==> src/rtl/block_instr_fetch.sv <==
`default_nettype none
// ============================================================================
// Module   : block_instr_fetch
// Purpose  : Per-sample instruction sequencer for one DSP block. On each
//            accepted sample tick it walks instruction memory from address 0
//            to len-1 and presents one word per cycle to the decoder. A
//            2-entry buffer (output register + skid) absorbs the 1-cycle RAM
//            read latency so downstream stalls never lose or repeat a word.
// Ports    : clk, reset          clock, asynchronous active-high reset
//            sample_tick         one-cycle pulse, starts a program run
//            prog_len            program length, sampled on accepted tick
//            mem_addr/mem_rd_en  instruction RAM read request
//            mem_rdata           RAM data, valid the cycle after mem_rd_en
//            instr/instr_pc      word and its address to the decoder
//            instr_valid, stall  presentation handshake
//            busy, done          run in progress / one-cycle completion pulse
//            overrun             sticky: tick seen while busy
//            clear_overrun       clears overrun (a same-cycle set wins)
// Revision : 1.0  initial release
// ============================================================================
module block_instr_fetch #(
  parameter int INSTR_WIDTH = 32,
  parameter int ADDR_WIDTH  = 8
) (
  input  logic                   clk,
  input  logic                   reset,
  input  logic                   sample_tick,
  input  logic [ADDR_WIDTH:0]    prog_len,
  output logic [ADDR_WIDTH-1:0]  mem_addr,
  output logic                   mem_rd_en,
  input  logic [INSTR_WIDTH-1:0] mem_rdata,
  output logic [INSTR_WIDTH-1:0] instr,
  output logic [ADDR_WIDTH-1:0]  instr_pc,
  output logic                   instr_valid,
  input  logic                   stall,
  output logic                   busy,
  output logic                   done,
  output logic                   overrun,
  input  logic                   clear_overrun
);

  localparam logic [0:0] c_st_idle = 1'b0;
  localparam logic [0:0] c_st_run  = 1'b1;

  localparam logic [ADDR_WIDTH:0] c_max_len = {1'b1, {ADDR_WIDTH{1'b0}}};
  localparam logic [ADDR_WIDTH:0] c_one     = {{ADDR_WIDTH{1'b0}}, 1'b1};
  localparam logic [ADDR_WIDTH:0] c_zero    = '0;

  logic [0:0]             r_state;
  logic [ADDR_WIDTH:0]    r_len;
  logic [ADDR_WIDTH:0]    r_issue_ptr;
  logic [ADDR_WIDTH:0]    r_xfer_cnt;
  logic                   r_inflight;
  logic [ADDR_WIDTH-1:0]  r_inflight_pc;
  logic                   r_out_valid;
  logic [INSTR_WIDTH-1:0] r_out_data;
  logic [ADDR_WIDTH-1:0]  r_out_pc;
  logic                   r_skid_valid;
  logic [INSTR_WIDTH-1:0] r_skid_data;
  logic [ADDR_WIDTH-1:0]  r_skid_pc;
  logic                   r_done;
  logic                   r_overrun;

  logic                   w_xfer;
  logic [1:0]             w_pending;
  logic                   w_room;
  logic                   w_issue;
  logic                   w_last;
  logic [ADDR_WIDTH:0]    w_len_in;

  logic                   w_out_valid_n;
  logic [INSTR_WIDTH-1:0] w_out_data_n;
  logic [ADDR_WIDTH-1:0]  w_out_pc_n;
  logic                   w_skid_valid_n;
  logic [INSTR_WIDTH-1:0] w_skid_data_n;
  logic [ADDR_WIDTH-1:0]  w_skid_pc_n;

  // The head of the queue is the output register when it is full; otherwise
  // the word returning from RAM is presented straight through, which is what
  // gives pc 0 two cycles after the tick and one word per cycle thereafter.
  assign instr_valid = r_out_valid | r_inflight;
  assign instr       = r_out_valid ? r_out_data :
                       (r_inflight ? mem_rdata : '0);
  assign instr_pc    = r_out_valid ? r_out_pc :
                       (r_inflight ? r_inflight_pc : '0);

  assign w_xfer    = instr_valid & ~stall;
  // Words buffered plus the one in flight; never exceeds 2 by construction.
  assign w_pending = {1'b0, r_out_valid} + {1'b0, r_skid_valid} + {1'b0, r_inflight};
  assign w_room    = w_pending < (2'd2 + {1'b0, w_xfer});
  assign w_issue   = (r_state == c_st_run) && (r_issue_ptr < r_len) && w_room;
  assign w_last    = w_xfer && ((r_xfer_cnt + c_one) == r_len);
  assign w_len_in  = (prog_len > c_max_len) ? c_max_len : prog_len;

  assign mem_addr  = r_issue_ptr[ADDR_WIDTH-1:0];
  assign mem_rd_en = w_issue;
  assign busy      = (r_state == c_st_run);
  assign done      = r_done;
  assign overrun   = r_overrun;

  // FIFO update: pop the head on a transfer, then compact what remains
  // (output register, skid, returning word) into the two storage slots.
  always_comb begin
    w_out_valid_n  = r_out_valid;
    w_out_data_n   = r_out_data;
    w_out_pc_n     = r_out_pc;
    w_skid_valid_n = r_skid_valid;
    w_skid_data_n  = r_skid_data;
    w_skid_pc_n    = r_skid_pc;
    if (r_out_valid) begin
      if (w_xfer) begin
        if (r_skid_valid) begin
          w_out_data_n   = r_skid_data;
          w_out_pc_n     = r_skid_pc;
          w_skid_valid_n = r_inflight;
          w_skid_data_n  = mem_rdata;
          w_skid_pc_n    = r_inflight_pc;
        end else if (r_inflight) begin
          w_out_data_n   = mem_rdata;
          w_out_pc_n     = r_inflight_pc;
        end else begin
          w_out_valid_n  = 1'b0;
        end
      end else if (r_inflight) begin
        w_skid_valid_n = 1'b1;
        w_skid_data_n  = mem_rdata;
        w_skid_pc_n    = r_inflight_pc;
      end
    end else if (r_inflight && !w_xfer) begin
      // Bypassed word was stalled: park it so it stays stable.
      w_out_valid_n = 1'b1;
      w_out_data_n  = mem_rdata;
      w_out_pc_n    = r_inflight_pc;
    end
  end

  always_ff @(posedge clk or posedge reset) begin
    if (reset) begin
      r_out_valid  <= 1'b0;
      r_out_data   <= '0;
      r_out_pc     <= '0;
      r_skid_valid <= 1'b0;
      r_skid_data  <= '0;
      r_skid_pc    <= '0;
    end else begin
      r_out_valid  <= w_out_valid_n;
      r_out_data   <= w_out_data_n;
      r_out_pc     <= w_out_pc_n;
      r_skid_valid <= w_skid_valid_n;
      r_skid_data  <= w_skid_data_n;
      r_skid_pc    <= w_skid_pc_n;
    end
  end

  always_ff @(posedge clk or posedge reset) begin
    if (reset) begin
      r_state       <= c_st_idle;
      r_len         <= c_zero;
      r_issue_ptr   <= c_zero;
      r_xfer_cnt    <= c_zero;
      r_inflight    <= 1'b0;
      r_inflight_pc <= '0;
      r_done        <= 1'b0;
      r_overrun     <= 1'b0;
    end else begin
      r_done     <= 1'b0;
      r_inflight <= w_issue;
      if (w_issue) begin
        r_inflight_pc <= mem_addr;
        r_issue_ptr   <= r_issue_ptr + c_one;
      end
      if (w_xfer) begin
        r_xfer_cnt <= r_xfer_cnt + c_one;
      end
      case (r_state)
        c_st_idle: begin
          if (sample_tick) begin
            r_len       <= w_len_in;
            r_issue_ptr <= c_zero;
            r_xfer_cnt  <= c_zero;
            if (w_len_in == c_zero) begin
              r_done <= 1'b1;
            end else begin
              r_state <= c_st_run;
            end
          end
        end
        default: begin
          if (w_last) begin
            r_state <= c_st_idle;
            r_done  <= 1'b1;
          end
        end
      endcase
      if (sample_tick && (r_state == c_st_run)) begin
        r_overrun <= 1'b1;
      end else if (clear_overrun) begin
        r_overrun <= 1'b0;
      end
    end
  end

endmodule
`default_nettype wire

==> config.mk <==
export PLATFORM = sky130hd
export DESIGN_NAME = block_instr_fetch
export DESIGN_NICKNAME = d
export VERILOG_FILES = /design/src/rtl/block_instr_fetch.sv
export SDC_FILE = /design/constraint.sdc
export NUM_CORES = 1
export LEC_CHECK = 0
export CAP_MARGIN = 20
export CORE_ASPECT_RATIO = 1.1
export CORE_MARGIN = 2
export CORE_UTILIZATION = 39
export DETAILED_ROUTE_END_ITERATION = 6
export PLACE_DENSITY = 0.67
export SYNTH_ARGS = -nofsm -noshare
export SYNTH_HDL_FRONTEND = slang
export SYNTH_SLANG_ARGS = --single-unit
==> constraint.sdc <==
create_clock -name clk -period 8 [get_ports clk]
set_input_delay 1.6 -clock clk [delete_from_list [all_inputs] [get_ports clk]]
set_output_delay 1.6 -clock clk [all_outputs]
set_load 0.02 [all_outputs]
==> flow_summary.toml <==
[placed_design]
finalWeightedCongestion = 0.838
dp_hpwl_um = 8990
portBuffers = 98

[setup_path]
path_common_cell = "clkdlybuf4s50_1"
worst_path_max_delay_cell = "clkdlybuf4s50_1"
arrival_ps = 3750
path_depth = 7
path_cells = "clkdlybuf4s50_1, or2_1, o21ai_2, and4b_2, nand3_4, inv_1, clkdlybuf4s50_1"
critical_path.top_delay_family = "buffers and inverters"
cp.required_ps = 6400
max_stage_delay_ps = 620
r2r_cells = 8
cp_max_fo = 17
cp-start-kind = "input pin"
criticalPathCategory = "input pin to output port"
critPathBufInv = 3
worst_setup_path_end_kind = "output port"

[drt]
avgViaCountPerCell = 5.16
wl_per_cell_um = 14.5
drc = 0
drt.antenna.violating_nets = 0
drt-total-wl_um = 13400
drt_iter0_markers = 309
vias = 4769
firstDrtPassIters = 5

[cells_and_area]
multi_input_area_um2 = 2890
diodes = 0
drive_above_1_share = 0.124
regArea_um2 = 3030
fin_nets = 772
area_growth_pct = 26.2
fillerInstances = 1420

[grt]
grt_usage = 0.170
grt_pass1_wl_um = 22900
grt_max_degree = 83
antenna_found_initial = 0
grt_pass1_vias = 4798
overflow = 0

[yosys]
ys_ff_latch = 121
yosysUniqueCellTypes = 46
synth_edf_count = 0
synth_top_area_frac = 0.489
syn_inst = 638
netlist_area_um2 = 6190
netlist_top_cells_count = "nand2_1, dfrtp_1, o21ai_0"
synth.most_common_cell = "nand2_1"
synth-main-ff-cell = "dfrtp_1"
synthArstFlopShare = 1.00
yosys-top-cells-area = "dfrtp_1, mux2_2, nand2_1"
yosys_warnings = 0
synth_fp_nets = 697
avgSynthCellArea_um2 = 9.71
ys_seq_area_frac = 0.489
yosysTopAreaCell = "dfrtp_1"

[floorplanning]
die_y_um = 136
num_rows = 48
start_util = 0.397
dieArea_um2 = 16900
die_w_um = 124
io_pins = 99
core-area_um2 = 15600

[timing]
drv_slew = 0
max_freq_mhz = 187
holdWs_ps = 477
fin_crit_ps = 5350
setup_tns_ps = 0
rsz0062_at_grt = "false"
relSlewSlack = 0.296
finalCritPeriodShare = 0.669
worst_slew_pin_slew_ps = 1050
fin_skew_ps = 8.65
hold_viol = 0
setup_violations = 0

[min_path]
holdPathStages = 2
hold_class = "flop to flop"

[power]
peakVddDrop_uv = 200
p_per_area_nw_per_um2 = 439
leakage_nw = 3.49

[run]
maxCapViolCount = 0

[clocking]
cts_tree = "yes"
numCtsBuffers = 17
clkTransAtPathRegs_ps = 50
ctsResizeCount = 0
cts-root-buf = "clkbuf_16"
insertion_delay_ps = 400
clockBufferDepth = 2
cts_hold_buffers = 0
cts_setup_buffers = 0
cts.sinks = 121
htreeDepth = 4

[run_status]
status = "completed"
==> power breakdown <==
| group | switching, mW | total (mW) | internal [mW] | leakage (nW) |
|---|---|---|---|---|
| Combinational | 0.879 | 1.63 | 0.754 | 1.74 |
| Clock | 0.250 | 0.712 | 0.461 | 0.270 |
| Sequential | 0.196 | 1.09 | 0.891 | 1.49 |
==> kinds of logic (layout without fill, tap and decap cells) <==
logic type | after synthesis | count (layout) | share of synthesized area
buffers and inverters | 65 | 152 | 0.0475
DFF | 121 | 121 | 0.489
AOI/OAI and AO/OA | 121 | 121 | 0.106
xor gates and xnor gates | 19 | 19 | 0.0269
and+or+nand+nor | 208 | 208 | 0.146
muxes | 91 | 91 | 0.157
adders and majority gates | 13 | 13 | 0.0275
==> path summary, 6_finish.rpt <==
check	start	slack, ps	end
hold reg to reg	r_out_pc[4]$_DFFE_PP0P_	480	r_out_pc[4]$_DFFE_PP0P_
min in group asynchronous	reset	1690	r_out_data[16]$_DFFE_PP0P_
max in group asynchronous	reset	5010	r_skid_data[20]$_DFFE_PP0P_
setup / recovery	stall	2650	mem_rd_en
hold / removal	r_out_pc[4]$_DFFE_PP0P_	480	r_out_pc[4]$_DFFE_PP0P_
setup reg to reg	r_inflight$_DFF_PP0_	4860	r_skid_data[18]$_DFFE_PP0P_
==> per-stage QoR <==
stage	utilization	power [mW]	cells	setup WS, ps	cell area (um2)
after floorplan	-	2.22	638	3190	6190
after global placement	0.465	2.69	894	2670	7260
after detailed placement	0.465	2.75	894	2650	7260
after CTS	0.500	3.48	925	2630	7810
after global routing	0.500	3.71	925	2470	7810
final	0.500	3.43	925	2650	7810
==> final cells by class <==
cell class / instances / area share
inverters: 17 / 0.00849
repair buffers: 104 / 0.131
clock inverters: 9 / 0.0128
multi-input cells: 452 / 0.370
flip-flops and latches: 121 / 0.388
clock buffers: 22 / 0.0581
well taps: 200 / 0.0320
==> per-layer routing <==
| metal | global-route usage | share of wire | vias to the layer above |
|---|---|---|---|
| met5 | 0 | 0 | - |
| met1 | 0.214 | 0.46 | 2301 |
| li1 | - | - | 2321 |
| met4 | 0.0562 | 0.012 | 0 |
| met2 | 0.287 | 0.49 | 131 |
| met3 | 0.0398 | 0.043 | 16 |
==> state kept, by name, indices dropped and copies added, names as in the netlist <==
register and count:
r_xfer_cnt 9, r_out_valid 1, busy 1, r_issue_ptr 9, r_skid_pc 8, r_skid_data 32
r_len 9, r_inflight 1, r_out_data 32, r_inflight_pc 8, r_skid_valid 1, overrun 1
done 1, r_out_pc 8
==> worst min-delay path: stages (launching register included) <==
cell and delay (ps):
dfrtp_1 340, nand2_1 50, o21ai_0 60
==> cells in the final DEF (no fill, tap or decap), types with 8 or more instances in the layout <==
cell             instances
a21oi_1                  9
clkbuf_16               17
clkdlybuf4s50_1         98
dfrtp_1                120
ha_1                    12
inv_1                   16
mux2_2                  48
mux2i_1                 43
nand2_1                139
nand3_1                  8
nand3b_1                 8
nor2_1                  24
o21ai_0                 92
xnor2_1                 13
Power figures use the tool's default switching activity.
